$ cat config.mk
export PLATFORM = sky130hd
export DESIGN_NAME = note_judge
export DESIGN_NICKNAME = d
export VERILOG_FILES = /design/src/rtl/note_judge.sv
export SDC_FILE = /design/constraint.sdc
export NUM_CORES = 1
export LEC_CHECK = 0
export CAP_MARGIN = 20
export CORE_MARGIN = 3
export CORE_UTILIZATION = 47
export DETAILED_ROUTE_END_ITERATION = 8
export GPL_TIMING_DRIVEN = 1
export PLACE_DENSITY = 0.78
export SLEW_MARGIN = 15
export SYNTH_ARGS = -nofsm -noshare
export SYNTH_HDL_FRONTEND = slang
export SYNTH_SLANG_ARGS = --single-unit
$ cat constraint.sdc
create_clock -name i_clk -period 6.75 [get_ports i_clk]
set_clock_uncertainty 0.2 [all_clocks]
set_input_delay 0.675 -clock i_clk [delete_from_list [all_inputs] [get_ports i_clk]]
set_output_delay 0.675 -clock i_clk [all_outputs]
set_load 0.02 [all_outputs]
$ cat src/rtl/note_judge.sv
// Four-lane hit judge: press sync, per-lane IDLE/ZONE/HIT FSMs, score/combo/multiplier.
// Define NOTE_JUDGE_GHOST_PENALTY_EN to report stray presses on o_ghost and break the combo.
module note_lane #(
    parameter bit GHOST_EN = 1'b0
) (
    input  logic       i_clk,
    input  logic       i_rst,
    input  logic       en,
    input  logic [1:0] st,
    input  logic       stb,
    input  logic       press,
    output logic       hit,
    output logic       miss,
    output logic       ghost
);
    typedef enum logic [1:0] {IDLE, ZONE, HIT} lane_t;
    lane_t cur, nxt;
    logic  bottom;

    assign bottom = stb && (st == 2'b10);

    always_ff @(posedge i_clk) begin
        if (i_rst) cur <= IDLE;
        else       cur <= nxt;
    end

    // hit/miss/ghost describe what happens at the coming edge
    always_comb begin
        nxt   = cur;
        hit   = 1'b0;
        miss  = 1'b0;
        ghost = 1'b0;
        if (!en) begin
            nxt = IDLE;
        end else begin
            case (cur)
                IDLE: begin
                    ghost = GHOST_EN && press;
                    if (bottom) miss = 1'b1;
                    else if (st == 2'b01) nxt = ZONE;
                end
                ZONE: begin
                    if (bottom) begin
                        miss = 1'b1;
                        nxt  = IDLE;
                    end else if (press) begin
                        hit = 1'b1;
                        nxt = HIT;
                    end else if (st == 2'b00) begin
                        nxt = IDLE;
                    end
                end
                HIT: begin
                    ghost = GHOST_EN && press;
                    if (bottom) nxt = IDLE;
                end
                default: nxt = IDLE;
            endcase
        end
    end
endmodule

module note_judge #(
    parameter int HIT_PTS    = 10,
    parameter int COMBO_STEP = 10
) (
    input  logic        i_clk,
    input  logic        i_rst,
    input  logic        i_ani_stb,
    input  logic [3:0]  i_lane_en,
    input  logic [7:0]  i_state,
    input  logic [3:0]  i_btn,
    output logic [3:0]  o_hit,
    output logic [3:0]  o_miss,
    output logic [3:0]  o_ghost,
    output logic [15:0] o_score,
    output logic [7:0]  o_combo,
    output logic [7:0]  o_max_combo,
    output logic [2:0]  o_mult
);
    localparam int NUM_LANES = 4;
`ifdef NOTE_JUDGE_GHOST_PENALTY_EN
    localparam bit GHOST_EN = 1'b1;
`else
    localparam bit GHOST_EN = 1'b0;
`endif

    logic [NUM_LANES-1:0] s1, s2, s3, press;
    logic [NUM_LANES-1:0] hit_c, miss_c, ghost_c;
    logic [2:0]           h_cnt;
    logic [7:0]           combo_q, combo_nxt;
    logic [8:0]           combo_sum;
    logic [18:0]          sum19;
    logic [15:0]          score_nxt;

    always_ff @(posedge i_clk) begin
        if (i_rst) begin
            s1 <= '0;
            s2 <= '0;
            s3 <= '0;
        end else begin
            s1 <= i_btn;
            s2 <= s1;
            s3 <= s2;
        end
    end
    assign press = s2 & ~s3;

    for (genvar g = 0; g < NUM_LANES; g++) begin : g_lane
        note_lane #(.GHOST_EN(GHOST_EN)) u_lane (
            .i_clk (i_clk),
            .i_rst (i_rst),
            .en    (i_lane_en[g]),
            .st    (i_state[2*g +: 2]),
            .stb   (i_ani_stb),
            .press (press[g]),
            .hit   (hit_c[g]),
            .miss  (miss_c[g]),
            .ghost (ghost_c[g])
        );
    end

    always_comb begin
        h_cnt = '0;
        for (int i = 0; i < NUM_LANES; i++) h_cnt = h_cnt + {2'b0, hit_c[i]};
    end

    assign combo_q = o_combo / 8'(COMBO_STEP);
    assign o_mult  = (combo_q >= 8'd3) ? 3'd4 : 3'd1 + combo_q[2:0];

    // points use the multiplier from the combo before this update
    assign sum19     = {3'b0, o_score} + 19'(h_cnt) * 19'(HIT_PTS) * 19'(o_mult);
    assign score_nxt = (|sum19[18:16]) ? 16'hFFFF : sum19[15:0];
    assign combo_sum = {1'b0, o_combo} + 9'(h_cnt);
    assign combo_nxt = (|miss_c || |ghost_c) ? 8'd0 :
                       combo_sum[8]          ? 8'hFF : combo_sum[7:0];

    always_ff @(posedge i_clk) begin
        if (i_rst) begin
            o_hit       <= '0;
            o_miss      <= '0;
            o_ghost     <= '0;
            o_score     <= '0;
            o_combo     <= '0;
            o_max_combo <= '0;
        end else begin
            o_hit   <= hit_c;
            o_miss  <= miss_c;
            o_ghost <= ghost_c;
            o_score <= score_nxt;
            o_combo <= combo_nxt;
            if (combo_nxt > o_max_combo) o_max_combo <= combo_nxt;
        end
    end
endmodule

==> qor.yml <==
worstSetupStartpointType: "input pin"
cts-htree-levels: 3
cap_violations: 0
clk_pin_slew_ns: 0.07
post-place-ws_ns: 0.114
drtPass1Iterations: 4
worstPathRequired_ns: 6.74
finalWorstSetupSlack_ns: 0.567
syn_to_final_growth_pct: 22.4
hold_buffers: 0
critical_path.top_delay_family: "adder cells"
tightest_slew_ns: 0.572
setup_viol: 0
crit_type: "in -> reg"
ys.flop_type: "dfxtp_1"
cp_num_buf_inv: 2
drt_iter0_drc: 166
grt_max_degree: 45
routedWlPerCell_um: 13.5
p_sw_mw: 0.168
num_rows: 32
cts_tree: "built"
drc: 0
seqPwrFrac_pct: 50.3
cts_buffers: 9
gp_congestion: 0.908
critPathArrivalTime_ns: 6.18
hold_violations: 0
clock_latency_ns: 0.33
vias_per_cell: 5.38
root_buffer: "clkbuf_8"
clock_path_buffers: 2
dieArea_sq_um: 9200
whs_path_depth: 1
ys_ff_latch: 60
seq_area_sq_um: 1200
cts_sinks: 60
start_util_pct: 48.7
die_h_um: 95.9
path_max_fanout: 5
synth_edf_count: 0
fillers: 725
cp_common_cell: "ha_1"
grt_overflow: 0
intPower_mw: 0.548
max_freq_mhz: 162
wl_mm: 8.34
cts_setup_buffers: 0
synthCells: 452
leakagePower_nw: 1.94
status: "completed"
drive_above_1_share_pct: 5.64
reg2reg_depth: 28
diodes: 0
core_sq_um: 7810
slew_violations: 0
port_buffers: 61
finish.net_count: 570
p_sw_share_pct: 23.4
dieWidth_um: 95.9
seq_area_frac_synth_pct: 31.6
vdd_drop_max_v: 0.000121
syn_area_sq_um: 3800
ios: 66
synth-async-reset-ratio_pct: 0
end_kind: "flop"
first_global_vias: 3131
synth_warnings: 0
fin_crit_sh_pct: 91.6
dp_hpwl_mm: 6.35
clkPwrFrac_pct: 44.0
antenna_left: 0
vias: 3317
cp.depth: 25
postSynthAreaPerCell_sq_um: 8.41
antenna_found_initial: 0
critPathSlowestCell: "clkdlybuf4s50_1"
slew_headroom_pct: 61.9
multi_input_area_sq_um: 2400
rsz0062_at_grt: "no"
power_density_nw_per_um2: 154
synth_cell_types: 55
hold_path.class: "reg -> reg"
grt_pass1_wl_mm: 13.8
fin_setup_tns_ns: 0
period_minus_slack_ns: 6.18
crit_path_max_incr_delay_ns: 0.57
p_comb_share_pct: 5.6
grtUsageTotal_pct: 18.9
==> worst register-to-register path, delay by kind of cell (launching register included) <==
| family | cells | cell delay (ns) |
|---|---|---|
| compound gates | 7 | 1.22 |
| fa+ha+maj | 5 | 1.65 |
| buf+inv | 2 | 0.24 |
| flops | 1 | 0.61 |
| simple gates | 14 | 2.07 |
==> Yosys cell counts, types with 11 or more instances <==
cell type   n  share of area (%)
dfxtp_1    60                 32
a21oi_1    53                7.0
nor2_1     42                4.1
ha_1       34                 11
inv_1      31                3.1
nand2_1    24                2.4
nor2b_1    21                3.5
nor3_1     15                2.0
nand2b_1   13                2.1
mux2i_1    12                3.2
o21ai_0    11                1.4
==> power groups by stage <==
stage | logic, mW | clock network [mW] | registers, mW
6_report | 0.0403 | 0.315 | 0.360
5_1_grt | 0.0443 | 0.341 | 0.361
4_1_cts | 0.0404 | 0.323 | 0.360
3_5_place_dp | 0.0403 | 0 | 0.368
3_3_place_gp | 0.0395 | 0 | 0.368
2_1_floorplan | 0.0234 | 0 | 0.369
==> per-stage QoR <==
step,power [mW],instance area [sq um],utilization (%),hold slack (ns),std cells
2_1_floorplan,0.392,3810,-,0.214,455
3_3_place_gp,0.408,4460,57.1,0.217,600
3_5_place_dp,0.409,4460,57.1,0.223,600
4_1_cts,0.723,4650,59.5,0.240,616
5_1_grt,0.746,4650,59.6,0.257,616
6_report,0.716,4650,59.6,0.237,616
==> logic make-up after synthesis <==
| family | after synthesis | share of synthesized area [%] |
|---|---|---|
| compound gates | 95 | 15.2 |
| xor+xnor | 16 | 3.69 |
| fa+ha+maj | 42 | 15.4 |
| buf+inv | 50 | 5.73 |
| flops | 60 | 31.6 |
| mux | 12 | 3.16 |
| other cells | 1 | 0.0987 |
| simple gates | 176 | 25.1 |
==> area by class of cell <==
cell class / instances / area share, %
Inverter: 31 / 2.50
Clock buffer: 10 / 2.74
Tap cell: 102 / 2.74
Clock inverter: 6 / 1.37
Sequential cell: 60 / 25.8
Multi-Input combinational cell: 345 / 51.6
Timing Repair Buffer: 62 / 13.3
==> worst paths after layout <==
path / start / endpoint / slack [ns]
worst max-delay path: i_ani_stb / o_score[15]$_SDFF_PP0_ / 0.57
worst min-delay path: s1[2]$_SDFF_PP0_ / s2[2]$_SDFF_PP0_ / 0.24
worst min register to register: s1[2]$_SDFF_PP0_ / s2[2]$_SDFF_PP0_ / 0.24
worst max register to register: o_combo[5]$_SDFF_PP0_ / o_score[15]$_SDFF_PP0_ / 0.63
==> flip-flops by register name (all words and copies together), names as in the netlist <==
signal,count
g_lane.u_lane.cur,8
s3,4
s2,4
o_miss,4
o_max_combo,8
s1,4
o_hit,4
o_score,16
o_combo,8
==> what timing repair did <==
item,CTS,global route
endpoints found under the hold margin,0,0
endpoints found under the setup margin,0,12
gates resized for setup,0,2
==> metal layers <==
| metal | track usage, % | wire length (um) | vias up |
|---|---|---|---|
| met4 | 6.75 | 118 | 0 |
| li1 | - | - | 1674 |
| met3 | 4.22 | 445 | 10 |
| met5 | 0 | 0 | - |
| met2 | 30.9 | 4010 | 92 |
| met1 | 24.4 | 3770 | 1541 |
==> cells in the final DEF, fill, tap and decap left out, drive strengths merged, types with 2 or more instances in the layout <==
cell type	n
clkdlybuf4s50	61
dfxtp	60
a21oi	53
nor2	44
ha	34
inv	32
nand2	24
nor2b	21
nor3	15
nand2b	13
o21ai	13
mux2i	12
xnor2	10
nand3	10
clkbuf	10
nor3b	8
fa	8
and3	7
nand4	6
xor2	6
nand3b	5
a21o	5
o22ai	4
a211oi	4
and2	4
conb	4
o21bai	4
or2	4
or3	3
and4b	3
and2b	3
a31oi	2
nor4b	2
clkinv	2
clkinvlp	2
o31ai	2
nor4	2
(Power assumes the default switching activity.)
